<file path="config.mk">
export PLATFORM = sky130hd
export DESIGN_NAME = seq_detector_param
export DESIGN_NICKNAME = d
export VERILOG_FILES = /design/src/rtl/seq_det_pkg.sv /design/src/rtl/sat_counter.sv /design/src/rtl/seq_detector_param.sv
export SDC_FILE = /design/constraint.sdc
export NUM_CORES = 1
export LEC_CHECK = 0
export BUFFER_PORTS_ARGS = -buffer_cell sky130_fd_sc_hd__buf_2
export CAP_MARGIN = 25
export CORE_MARGIN = 5
export CORE_UTILIZATION = 50
export CTS_CLUSTER_SIZE = 25
export DETAILED_ROUTE_END_ITERATION = 12
export GPL_ROUTABILITY_DRIVEN = 1
export PLACE_DENSITY = 0.71
export SKIP_CTS_REPAIR_TIMING = 1
export SYNTH_ARGS = -nofsm -noshare
export SYNTH_HDL_FRONTEND = slang
export SYNTH_SLANG_ARGS = --single-unit
</file>
<file path="constraint.sdc">
create_clock -name clk -period 3.2 [get_ports clk]
set_input_delay 0.16 -clock clk [delete_from_list [all_inputs] [get_ports clk]]
set_output_delay 0.16 -clock clk [all_outputs]
set_load 0.03 [all_outputs]
</file>
<file path="src/rtl/seq_det_pkg.sv">
// -----------------------------------------------------------------------------
// seq_det_pkg
// Shared definitions for the parameterised serial sequence detector:
//   - det_state_t : control FSM state (IDLE / FILL / ARMED)
//   - DEF_MAX_LEN : default maximum pattern length
//   - DEF_CNT_W   : default match-counter width
//   - clamp_len() : limits a requested pattern length to the supported maximum
// -----------------------------------------------------------------------------
package seq_det_pkg;

  typedef enum logic [1:0] {
    IDLE  = 2'd0,  // no active pattern (cfg_len = 0)
    FILL  = 2'd1,  // fewer than cfg_len bits collected
    ARMED = 2'd2   // enough bits collected to evaluate a match every bit
  } det_state_t;

  localparam int DEF_MAX_LEN = 8;
  localparam int DEF_CNT_W   = 8;

  function automatic int unsigned clamp_len(input int unsigned req_len,
                                            input int unsigned max_len);
    return (req_len > max_len) ? max_len : req_len;
  endfunction

endpackage

</file>
<file path="src/rtl/sat_counter.sv">
// -----------------------------------------------------------------------------
// sat_counter
// Saturating event counter with a sticky saturation flag.
// Ports:
//   clk  - clock, rising edge
//   rst  - asynchronous active-low reset
//   inc  - count one event this edge
//   clr  - synchronous clear of cnt and sat, wins over inc
//   cnt  - event count, holds at all-ones
//   sat  - set on the edge that brings cnt to all-ones
// -----------------------------------------------------------------------------
module sat_counter #(
  parameter int W = 8
) (
  input  logic         clk,
  input  logic         rst,
  input  logic         inc,
  input  logic         clr,
  output logic [W-1:0] cnt,
  output logic         sat
);

  logic [W-1:0] r_cnt;
  logic         r_sat;
  logic [W-1:0] w_cnt_inc;

  assign w_cnt_inc = r_cnt + W'(1);

  always_ff @(posedge clk or negedge rst) begin
    if (!rst) begin
      r_cnt <= '0;
      r_sat <= 1'b0;
    end else if (clr) begin
      r_cnt <= '0;
      r_sat <= 1'b0;
    end else if (inc && !(&r_cnt)) begin
      r_cnt <= w_cnt_inc;
      // Flag is raised by the increment that lands on all-ones.
      if (&w_cnt_inc) begin
        r_sat <= 1'b1;
      end
    end
  end

  assign cnt = r_cnt;
  assign sat = r_sat;

endmodule

</file>
<file path="src/rtl/seq_detector_param.sv">
// -----------------------------------------------------------------------------
// seq_detector_param
// Runtime-configurable serial pattern detector built around a shift history
// compared against a masked pattern register (no per-pattern state machine).
// Ports:
//   clk       - clock, rising edge
//   rst       - asynchronous active-low reset, clears all state
//   en        - sample x on this edge
//   x         - serial data bit
//   cfg_load  - capture pattern/len/overlap, flush history (wins over en)
//   pattern   - target sequence, bit len-1 arrives first, bit 0 last
//   len       - active pattern length (clamped to MAX_LEN, 0 disables)
//   overlap   - 1: completed match bits may be reused, 0: fresh bits needed
//   cnt_clr   - synchronous clear of match_cnt / cnt_sat
//   y         - registered one-cycle match pulse
//   match_cnt - saturating number of matches
//   cnt_sat   - sticky saturation flag
// -----------------------------------------------------------------------------
module seq_detector_param
  import seq_det_pkg::*;
#(
  parameter int MAX_LEN = DEF_MAX_LEN,
  parameter int CNT_W   = DEF_CNT_W,
  parameter int LEN_W   = $clog2(MAX_LEN + 1)
) (
  input  logic               clk,
  input  logic               rst,
  input  logic               en,
  input  logic               x,
  input  logic               cfg_load,
  input  logic [MAX_LEN-1:0] pattern,
  input  logic [LEN_W-1:0]   len,
  input  logic               overlap,
  input  logic               cnt_clr,
  output logic               y,
  output logic [CNT_W-1:0]   match_cnt,
  output logic               cnt_sat
);

  logic [MAX_LEN-1:0] r_cfg_pat;
  logic [LEN_W-1:0]   r_cfg_len;
  logic               r_cfg_ovl;
  logic [MAX_LEN-1:0] r_hist;
  logic [LEN_W-1:0]   r_fill;
  det_state_t         r_state;
  logic               r_y;

  logic [LEN_W-1:0]   w_len_clamped;
  logic [MAX_LEN-1:0] w_mask;
  logic [MAX_LEN-1:0] w_hist_next;
  logic [LEN_W-1:0]   w_fill_next;
  logic               w_armed_next;
  logic               w_match;

  assign w_len_clamped = LEN_W'(clamp_len(32'(len), MAX_LEN));

  // Only the low cfg_len history bits take part in the compare.
  always_comb begin
    w_mask = '0;
    for (int i = 0; i < MAX_LEN; i++) begin
      w_mask[i] = (LEN_W'(i) < r_cfg_len);
    end
  end

  assign w_hist_next  = {r_hist[MAX_LEN-2:0], x};
  assign w_fill_next  = (r_fill == LEN_W'(MAX_LEN)) ? r_fill : r_fill + LEN_W'(1);
  assign w_armed_next = (w_fill_next >= r_cfg_len);

  // Match is evaluated on the post-shift view so y can register it directly.
  assign w_match = en && !cfg_load && (r_state != IDLE) && w_armed_next &&
                   (((w_hist_next ^ r_cfg_pat) & w_mask) == '0);

  always_ff @(posedge clk or negedge rst) begin
    if (!rst) begin
      r_cfg_pat <= '0;
      r_cfg_len <= '0;
      r_cfg_ovl <= 1'b0;
      r_hist    <= '0;
      r_fill    <= '0;
      r_state   <= IDLE;
      r_y       <= 1'b0;
    end else if (cfg_load) begin
      r_cfg_pat <= pattern;
      r_cfg_len <= w_len_clamped;
      r_cfg_ovl <= overlap;
      r_hist    <= '0;
      r_fill    <= '0;
      r_state   <= (w_len_clamped == '0) ? IDLE : FILL;
      r_y       <= 1'b0;
    end else if (en) begin
      r_hist <= w_hist_next;
      r_y    <= w_match;
      if (w_match && !r_cfg_ovl) begin
        // Non-overlapping: completed bits are consumed, refill from scratch.
        r_fill  <= '0;
        r_state <= FILL;
      end else begin
        r_fill <= w_fill_next;
        case (r_state)
          FILL:    if (w_armed_next) r_state <= ARMED;
          default: r_state <= r_state;
        endcase
      end
    end else begin
      // Gap cycle: everything frozen, pulse ends.
      r_y <= 1'b0;
    end
  end

  sat_counter #(
    .W (CNT_W)
  ) u_sat_counter (
    .clk (clk),
    .rst (rst),
    .inc (w_match),
    .clr (cnt_clr),
    .cnt (match_cnt),
    .sat (cnt_sat)
  );

  assign y = r_y;

endmodule
</file>
==> flow_summary.json <==
{
  "outcome": "complete, but fails checks",
  "failed_checks": "negative hold slack",
  "hpwl_um": 2920,
  "drc": 0,
  "clock-sinks": 36,
  "dieArea_um2": 5220,
  "globalplace.congestion": 0.885,
  "syn-num-nets": 215,
  "hold_viol": 36,
  "core-area_um2": 3720,
  "synth_top_area_cell": "dfrtp_1",
  "wl_per_cell_um": 15.5,
  "relSlewSlack_pct": 47.4,
  "max_freq_mhz": 337,
  "insertion_delay_ns": 0.29,
  "grt_max_degree": 37,
  "final-seq-area_um2": 901,
  "dp_slack_ns": 0.123,
  "worst_setup_path_end_kind": "flip-flop",
  "grt_pass1_vias": 1536,
  "grt_pass1_wl_um": 6930,
  "tightestPinTransition_ns": 0.789,
  "whs_ns": -0.0478,
  "multi_input_comb_area_um2": 987,
  "drive_above_1_share_pct": 24.0,
  "row_count": 22,
  "clkTransAtPathRegs_ns": 0.07,
  "numCtsBuffers": 5,
  "vias_per_cell": 5.75,
  "initial_core_util_pct": 52.2,
  "synth.avg_cell_area_um2": 10.3,
  "r2r_slack_ns": 0.23,
  "io_buffer_count": 28,
  "clock_path_buffers": 2,
  "drt_pass1_iterations": 4,
  "peakVddDrop_mv": 0.237,
  "synth.distinct_cells": 43,
  "overflow": 0,
  "diodes": 0,
  "ys_async_sr_fraction_pct": 100,
  "worst_setup_path_start_kind": "flip-flop",
  "required_ns": 3.38,
  "fillers": 322,
  "syn_area_um2": 1940,
  "cp.depth": 12,
  "rsz0062_at_grt": "false",
  "synthFlopType": "dfrtp_1",
  "maxCapViolCount": 0,
  "rr_worst_depth": 12,
  "period_share_pct": 92.8,
  "cts_tree": "yes",
  "synthTopCellsByArea": "dfrtp_1, mux2_2, ha_1",
  "areaGrowthSynthToFinish_pct": 15.4,
  "ys_seq_elements": 36,
  "finClkSkew_ns": 0.00492,
  "grt_usage_pct": 16.9,
  "place_area_um2": 2110,
  "yosys_warnings": 0,
  "cp_cell_sequence": "inv_1 > ha_1 > nand2_1 > nand2_1 > mux2i_2 > ha_1 > o21a_1 > o221ai_1 > nor4_2 > nand3_2 > nor4_4 > mux2_2",
  "setup_viol": 0,
  "cts_max_level": 2,
  "max_stage_delay_ns": 0.40,
  "routed_wl_um": 4180,
  "ys_seq_area_share_pct": 46.5,
  "fin_area_um2": 2240,
  "die_w_um": 72.3,
  "p_total_mw": 0.928,
  "cp-endpoint": "u_sat_counter.cnt[5]",
  "antenna_found_initial": 0,
  "hold_class": "in2async",
  "total_leakage_power_nw": 1.02,
  "fin_tns_setup_ns": 0,
  "synth_edf_count": 0,
  "vias": 1547,
  "crit_type": "reg2reg",
  "slowest_stage": "dfrtp_1",
  "p_per_area_nw_per_um2": 415,
  "period_needed_ns": 2.97,
  "root_buffer": "clkbuf_8",
  "synth_top_area_share_pct": 46.5,
  "ant_nets": 0,
  "die_h_um": 72.3,
  "nets": 248,
  "synth_cells": 188,
  "drv_slew": 0,
  "drtIter0Drc": 83,
  "cp.arrival_ns": 3.15,
  "path_max_fanout": 6,
  "r2r_start": "r_fill[0]",
  "critPathBufInv": 1,
  "cpLargestDelayFamily": "simple AND/OR/NAND/NOR gates",
  "critPathLaunch": "r_fill[0]",
  "reg2reg_to": "u_sat_counter.cnt[5]",
  "setup_slack_ns": 0.231,
  "pin_count": 29
}
synth_stat cells, types with 4 or more instances:
master    n
dfrtp_1  36
nor2_1   19
inv_1    13
o21ai_0  11
mux2_2   10
nand2_1   9
xnor2_1   9
ha_1      8
mux2i_1   8
a21oi_1   7
nand3_1   4
o31ai_1   4
registers in the layout (all words and copies together), names as in the netlist:
signal,cells
r_cfg_len,4
r_cfg_ovl,1
r_cfg_pat,8
r_fill,4
r_hist,7
r_state,2
u_sat_counter.cnt,8
u_sat_counter.sat,1
y,1
per-layer routing:
metal | global-route usage (%) | wire, um | vias to the layer above
met3 | 4.43 | 180 | 7
li1 | - | - | 742
met4 | 7.72 | 67 | 0
met5 | 0 | 0 | -
met1 | 21.2 | 1820 | 763
met2 | 27.2 | 2110 | 35
kinds of logic after synthesis:
family                     share of synthesized area [%]
and+or+nand+nor                                     14.8
AOI/OAI and AO/OA                                   14.4
DFF                                                 46.5
buffers and inverters                               3.87
muxes                                               9.94
xor gates and xnor gates                            5.42
adders and majority gates                           5.16
cell usage in the layout, fill, tap and decap left out, drive strengths merged, types with 2 or more instances in the layout:
| cell type | netlist | final |
|---|---|---|
| dfrtp | 36 | 36 |
| buf | 3 | 31 |
| nor2 | 19 | 19 |
| inv | 13 | 13 |
| o21ai | 11 | 11 |
| mux2 | 10 | 10 |
| nand2 | 9 | 9 |
| xnor2 | 9 | 9 |
| ha | 8 | 8 |
| mux2i | 8 | 8 |
| a21oi | 7 | 7 |
| nand3 | 5 | 6 |
| clkbuf | 3 | 6 |
| o31ai | 4 | 4 |
| nor4 | 4 | 4 |
| o21a | 3 | 3 |
| xor2 | 3 | 3 |
| nor3 | 3 | 3 |
| nand3b | 3 | 3 |
| nand2b | 2 | 2 |
| nor3b | 2 | 2 |
| a41o | 2 | 2 |
| nand4 | 2 | 2 |
| or3 | 2 | 2 |
| or4 | 2 | 2 |
| a2111oi | 2 | 2 |
| a211oi | 2 | 2 |
worst min path at each step:
stage               slack [ns]  cells past startpoint  start      endpoint
finish                   -0.05                      1    rst  r_cfg_pat[1]
global route              0.02                      1    rst  r_cfg_pat[7]
CTS                      -0.03                      1    rst  r_cfg_pat[2]
detailed placement        0.29                      1    rst  r_cfg_pat[2]
global placement          0.28                      1    rst  r_cfg_pat[2]
floorplan                -0.14                      0    rst  r_cfg_len[0]
stage by stage:
step	util, %	cells
6_report	60.2	269
5_1_grt	60.2	269
4_1_cts	59.0	265
3_5_place_dp	56.9	258
3_3_place_gp	56.9	258
2_1_floorplan	-	188
power by group:
| part | total, mW | switching [mW] | leakage, nW | internal (mW) |
|---|---|---|---|---|
| Combinational | 0.124 | 0.0672 | 0.507 | 0.0572 |
| Clock | 0.303 | 0.155 | 0.0410 | 0.148 |
| Sequential | 0.501 | 0.0234 | 0.471 | 0.478 |
| Total | 0.928 | 0.245 | 1.02 | 0.683 |
layout make-up:
| class | instances | area share (%) |
|---|---|---|
| clock buffer | 6 | 3.24 |
| clock inverter | 1 | 0.224 |
| inverter | 13 | 2.18 |
| multi-input combinational | 134 | 44.1 |
| sequential | 36 | 40.3 |
| tap | 48 | 2.68 |
| timing repair buffer | 31 | 7.27 |
Power figures use the tool's default switching activity.
